File: src/rtl/pe_arb_pkg.sv
// -----------------------------------------------------------------------------
// pe_arb_pkg
// Shared definitions for the PE load arbiter: controller state encoding, the
// two slice PE codes the controller drives, and the slice data width.
// -----------------------------------------------------------------------------
package pe_arb_pkg;

    localparam int DW = 4;

    // Slice PE codes. Any code other than HOLD makes a slice load; the
    // controller only ever drives these two.
    localparam logic [1:0] PE_HOLD = 2'b11;
    localparam logic [1:0] PE_LOAD = 2'b00;

    typedef enum logic [1:0] {
        IDLE = 2'd0,
        LOAD = 2'd1,
        DONE = 2'd2
    } state_t;

endpackage

File: src/rtl/pe_load_arbiter_rr_arb2.sv
// -----------------------------------------------------------------------------
// rr_arb2
// Two-input round-robin arbiter. The grant is combinational from the request
// vector and the priority pointer; the pointer only moves when both inputs
// compete during an update, so a lone requester never steals priority.
//
// Ports:
//   clk     in   rising-edge clock
//   r       in   asynchronous reset, active-low (pointer -> requester 0)
//   req     in   [1:0] request vector
//   update  in   arbitration decision is being taken this cycle
//   gnt     out  [1:0] one-hot grant (zero when nothing requests)
// -----------------------------------------------------------------------------
module rr_arb2 (
    input  logic       clk,
    input  logic       r,
    input  logic [1:0] req,
    input  logic       update,
    output logic [1:0] gnt
);

    // 0: requester 0 wins a tie, 1: requester 1 wins a tie
    logic ptr;

    always_comb begin
        gnt = 2'b00;
        case (req)
            2'b01:   gnt = 2'b01;
            2'b10:   gnt = 2'b10;
            2'b11:   gnt = ptr ? 2'b10 : 2'b01;
            default: gnt = 2'b00;
        endcase
    end

    // After a tie the loser gets priority, so it is served next.
    always_ff @(posedge clk or negedge r) begin
        if (!r) begin
            ptr <= 1'b0;
        end else if (update && (req == 2'b11)) begin
            ptr <= ~ptr;
        end
    end

endmodule

File: src/rtl/pe_load_arbiter.sv
// -----------------------------------------------------------------------------
// pe_load_arbiter
// Lets two requesters write a bank of NREG 4-bit parallel-load slices. A
// write is granted round-robin, drives PE=00 on exactly one slice for one
// cycle with D = ~wdata (slices store D and present it inverted on Q, and
// capture on the falling clock edge), then answers with a four-phase ack.
//
// Ports:
//   clk            in   clock; controller on rising edge
//   r              in   asynchronous reset, active-low
//   req0/req1      in   write request levels
//   addr0/addr1    in   [AW-1:0] target slice index
//   wdata0/wdata1  in   [3:0] value wanted on the slice Q
//   ack0/ack1      out  acknowledge levels, held until req drops
//   err            out  qualifies ackN: address was out of range, no load
//   pe             out  [2*NREG-1:0] per-slice PE, slice i at [2i+1:2i]
//   d              out  [3:0] shared slice data bus
//   busy           out  controller not idle
// -----------------------------------------------------------------------------
module pe_load_arbiter
    import pe_arb_pkg::*;
#(
    parameter int NREG = 4,  // 2..16
    parameter int AW   = 2   // 2**AW >= NREG
) (
    input  logic              clk,
    input  logic              r,
    input  logic              req0,
    input  logic [AW-1:0]     addr0,
    input  logic [DW-1:0]     wdata0,
    output logic              ack0,
    input  logic              req1,
    input  logic [AW-1:0]     addr1,
    input  logic [DW-1:0]     wdata1,
    output logic              ack1,
    output logic              err,
    output logic [2*NREG-1:0] pe,
    output logic [DW-1:0]     d,
    output logic              busy
);

    state_t             state, state_n;
    logic               gsel, gsel_n;     // granted requester
    logic               eflag, eflag_n;   // granted address was out of range
    logic [2*NREG-1:0]  pe_n;
    logic [DW-1:0]      d_n;
    logic               ack0_n, ack1_n, err_n, busy_n;

    logic [1:0]         gnt;
    logic               arb_update;
    logic [AW-1:0]      sel_addr;
    logic [DW-1:0]      sel_data;
    logic               sel_in_range;
    logic               req_granted;

    rr_arb2 u_arb (
        .clk    (clk),
        .r      (r),
        .req    ({req1, req0}),
        .update (arb_update),
        .gnt    (gnt)
    );

    always_comb begin
        arb_update   = (state == IDLE);
        sel_addr     = gnt[1] ? addr1 : addr0;
        sel_data     = gnt[1] ? wdata1 : wdata0;
        sel_in_range = (int'(sel_addr) < NREG);
        req_granted  = gsel ? req1 : req0;
    end

    // Next state and next registered outputs. pe and d are computed one
    // state ahead so that they are registered and valid for the whole LOAD
    // cycle; PE defaults to all-hold, which also guarantees at most one
    // slice is ever loading.
    always_comb begin
        state_n = state;
        gsel_n  = gsel;
        eflag_n = eflag;
        pe_n    = {NREG{PE_HOLD}};
        d_n     = d;
        ack0_n  = 1'b0;
        ack1_n  = 1'b0;
        err_n   = 1'b0;

        case (state)
            IDLE: begin
                if (gnt != 2'b00) begin
                    gsel_n = gnt[1];
                    if (sel_in_range) begin
                        state_n = LOAD;
                        eflag_n = 1'b0;
                        d_n     = ~sel_data;
                        for (int i = 0; i < NREG; i++) begin
                            if (int'(sel_addr) == i) begin
                                pe_n[2*i +: 2] = PE_LOAD;
                            end
                        end
                    end else begin
                        state_n = DONE;
                        eflag_n = 1'b1;
                    end
                end
            end

            LOAD: begin
                state_n = DONE;
            end

            DONE: begin
                // Only the granted requester's level matters here; the other
                // side simply stays pending until we are back in IDLE.
                if (req_granted) begin
                    ack0_n = ~gsel;
                    ack1_n = gsel;
                    err_n  = eflag;
                end else begin
                    state_n = IDLE;
                end
            end

            default: begin
                state_n = IDLE;
            end
        endcase

        busy_n = (state_n != IDLE);
    end

    always_ff @(posedge clk or negedge r) begin
        if (!r) begin
            state <= IDLE;
            gsel  <= 1'b0;
            eflag <= 1'b0;
            pe    <= {NREG{PE_HOLD}};
            d     <= '0;
            ack0  <= 1'b0;
            ack1  <= 1'b0;
            err   <= 1'b0;
            busy  <= 1'b0;
        end else begin
            state <= state_n;
            gsel  <= gsel_n;
            eflag <= eflag_n;
            pe    <= pe_n;
            d     <= d_n;
            ack0  <= ack0_n;
            ack1  <= ack1_n;
            err   <= err_n;
            busy  <= busy_n;
        end
    end

endmodule

File: config.mk
export PLATFORM = sky130hd
export DESIGN_NAME = pe_load_arbiter
export DESIGN_NICKNAME = d
export VERILOG_FILES = /design/src/rtl/pe_arb_pkg.sv /design/src/rtl/pe_load_arbiter_rr_arb2.sv /design/src/rtl/pe_load_arbiter.sv
export SDC_FILE = /design/constraint.sdc
export NUM_CORES = 1
export LEC_CHECK = 0
export ABC_AREA = 1
export CAP_MARGIN = 40
export CORE_MARGIN = 2
export CORE_UTILIZATION = 36
export CTS_CLUSTER_SIZE = 30
export DETAILED_ROUTE_END_ITERATION = 7
export GPL_TIMING_DRIVEN = 0
export PLACE_DENSITY = 0.75
export SETUP_SLACK_MARGIN = 0.2
export SLEW_MARGIN = 20
export SYNTH_ARGS = -nofsm -noshare
export SYNTH_HDL_FRONTEND = slang
export SYNTH_SLANG_ARGS = --single-unit
File: constraint.sdc
create_clock -name clk -period 0.9 [get_ports clk]
set_input_delay 0.09 -clock clk [delete_from_list [all_inputs] [get_ports clk]]
set_output_delay 0.09 -clock clk [all_outputs]
set_load 0.01 [all_outputs]
==> out/summary.txt, run 1 <==
Worst-path cell chain: buf_6 > buf_6
WL/cell: 15.4 µm
Antenna violations before repair: 0
First-pass DRT Iterations: 4
Port bufs: 30
Die H: 49.2 µm
CP arrival: 1.00 ns
Grt total ovfl: 0
Sw frac: 42.8%
Synthesis-to-layout area growth: 84.4%
Row count: 16
Leading cell types in the layout, fill and taps excluded: nand3_2 (14), buf_6 (13), clkdlybuf4s50_1 (12)
WL final: 2350 µm
Most used cell, CP: buf_6
Logic pwr share: 55.4%
MaxCap Viol Count: 0
Die area: 2430 µm²
CTS tree: built
Final Hold Fails: 11
Final Max Slew Viols: 0
RSZ-0062 raised after global routing: yes
CTS H-tree lvls: 1
GRT Total Usage: 20.1%
CP Class: flip-flop to output port
P_sw: 1.45 mW
Seq/Total Area, Yosys: 51.6%
Crit path buf inv count: 2
Max IR drop VDD: 1550 µV
Measured slew at the worst slew-check pin: 0.671 ns
Vias/cell: 4.97
HPWL after DPL: 1270 µm
Period Utilization, post-route: 121%
Mapped Nets: 100
Total CTS buffers: 3
Syn_area_per_cell: 8.77 µm²
# IOs: 32
LEAKAGE: 0.647 nW
DR iter-0 viols: 28
Place WS: -0.402 ns
Width of the die: 49.2 µm
Reg power frac: 33.1%
Number of distinct library cells after synthesis: 17
Failing checks: negative hold slack, negative setup slack
Core area: 1940 µm²
Max Fanout on Critical Path: 2
Clock power share: 11.6%
Total number of vias: 761
Final Critical Period: 1.09 ns
Cell area after synthesis: 737 µm²
CP peak stage delay: 0.55 ns
Clk sinks: 15
YS warnings: 0
Clock buffer depth: 2
FMAX: 917 MHz
Post-Synthesis Cells: 84
Root Driver: clkbuf_4
Gp weighted congestion: 0.697
Hold Path Class: input pin to asynchronous set/reset pin
Outcome: finished, violations left
Post-place instance area: 1090 µm²
CTS Hold Bufs: 0
Startpoint Class: flip-flop
Antenna viol nets, final: 0
Post-Route Skew: 0.0131 ns
CP max-delay cell: dfstp_2
Internal: 1.94 mW
# diodes: 0
#FFs+latches synth: 15
Initial Util: 38.0%
Power per cell area: 2500 nW/µm²
Post-route DRC: 0
Fin worst setup slack: -0.190 ns
Worst-Skew Late Latency: 0.29 ns
Most common cell after layout, fill and taps aside: nand3_2
Pin count of the biggest net entering global routing: 16
Hold WS: -0.188 ns
Layout cell share with drive strength beyond 1: 61.1%
Cell class contributing the biggest share of worst-path delay: flip-flops
CP endpoint kind: output port
Util after Layout: 70.0%
Nets: 143
Post-route cell area: 1360 µm²
First-pass GRT wire length: 3650 µm
Vias in the first global route: 827
Headroom to the max-slew limit: 55.2%
Finish-stage setup viols: 25
Worst endpoint required time: 0.81 ns
Clk slew on worst S/H paths: 0.10 ns
logic make-up (layout without fill, tap and decap cells):
kind of cell	Yosys count	after routing	share of synthesized area [%]
DFF	15	15	51.6
AOI/OAI and AO/OA	1	1	0.678
buffers and inverters	17	56	12.9
xor gates and xnor gates	1	1	1.19
and+or+nand+nor	49	52	33.1
other	1	1	0.509
worst paths after layout:
path / from / endpoint / slack, ns / cells past startpoint
setup / recovery: pe[1]$_DFF_PN1_ / pe[1] / -0.19 / 2
hold / removal: r / busy$_DFF_PN0_ / -0.19 / 1
setup reg to reg: state[1]$_DFF_PN0_ / d[1]$_DFFE_PN0P_ / -0.16 / 5
hold reg to reg: d[3]$_DFFE_PN0P_ / d[3]$_DFFE_PN0P_ / 0.50 / 2
max in group asynchronous: r / d[0]$_DFFE_PN0P_ / 0.65 / 1
min in group clk: wdata0[2] / d[2]$_DFFE_PN0P_ / 0.43 / 4
synthesized netlist by cell type:
cell       n  share of area (%)
nor2_1     2                1.0
nand4_1    1               0.85
nand2_1   20                 10
xor2_1     1                1.2
conb_1     1               0.51
nand2_4    3                4.6
dfstp_2    4                 14
buf_4      5                5.1
inv_2      2                1.0
o21ai_0    1               0.68
nand3_1   19                 13
nand3b_1   1                1.0
buf_6      1                1.5
dfrtp_1   11                 37
nand2_2    3                2.5
inv_1      8                4.1
clkinv_4   1                1.2
repair_timing:
| action | CTS | global route |
|---|---|---|
| cloned | 4 | 0 |
| setup buffers | 3 | 1 |
| endpoints found under the hold margin | 0 | 11 |
| resized for setup | 94 | 22 |
| pin swaps | 14 | 16 |
| endpoints found under the setup margin | 30 | 41 |
state kept, by name (all words and copies together) (netlist names):
name,cells
ack0,1
ack1,1
busy,1
d,4
gsel,1
pe,4
state,2
u_arb.ptr,1
area by class of cell:
| class | instances | area [µm²] |
|---|---|---|
| tap | 27 | 33.8 |
| sequential | 15 | 380 |
| timing repair buffer | 34 | 315 |
| buffer | 6 | 63.8 |
| timing repair inverter | 1 | 8.76 |
| multi-input combinational | 55 | 482 |
| inverter | 11 | 48.8 |
| clock buffer | 4 | 26.3 |
| fill | 151 | 583 |
per-layer routing:
metal / routed length [µm] / GRT usage, %
met3: 147 / 4.29
met4: 135 / 14.8
met5: 0 / 0
met1: 849 / 19.9
met2: 1220 / 36.3
power by group through the flow:
stage          logic (mW)  clock network (mW)  registers (mW)
2_1_floorplan       0.629                   0            1.15
3_5_place_dp         1.28                   0            1.09
5_1_grt              2.00               0.424            1.15
6_report             1.88               0.392            1.12
4_1_cts              1.68               0.384            1.10
3_3_place_gp         1.23                   0            1.07
metrics by stage:
| step | std cells | hold slack, ns | TNS [ns] | power (mW) |
|---|---|---|---|---|
| 5_1_grt | 153 | -0.146 | -3.61 | 3.57 |
| 4_1_cts | 152 | 0.224 | -2.14 | 3.16 |
| 2_1_floorplan | 84 | -0.206 | 0 | 1.78 |
| 3_5_place_dp | 141 | 0.477 | -8.21 | 2.37 |
| 6_report | 153 | -0.188 | -2.75 | 3.39 |
| 3_3_place_gp | 141 | 0.468 | -7.11 | 2.31 |
No activity file was read; power rests on OpenSTA's default activity.
==> run 2: changes to the inputs <==
--- a/config.mk
+++ b/config.mk
@@ -6,7 +6,6 @@
 export NUM_CORES = 1
 export LEC_CHECK = 0
 export ABC_AREA = 1
-export CAP_MARGIN = 40
 export CORE_MARGIN = 2
 export CORE_UTILIZATION = 36
 export CTS_CLUSTER_SIZE = 30
==> results of run 2 <==
Final layout, timing and power as in run 1 (identical DEF).
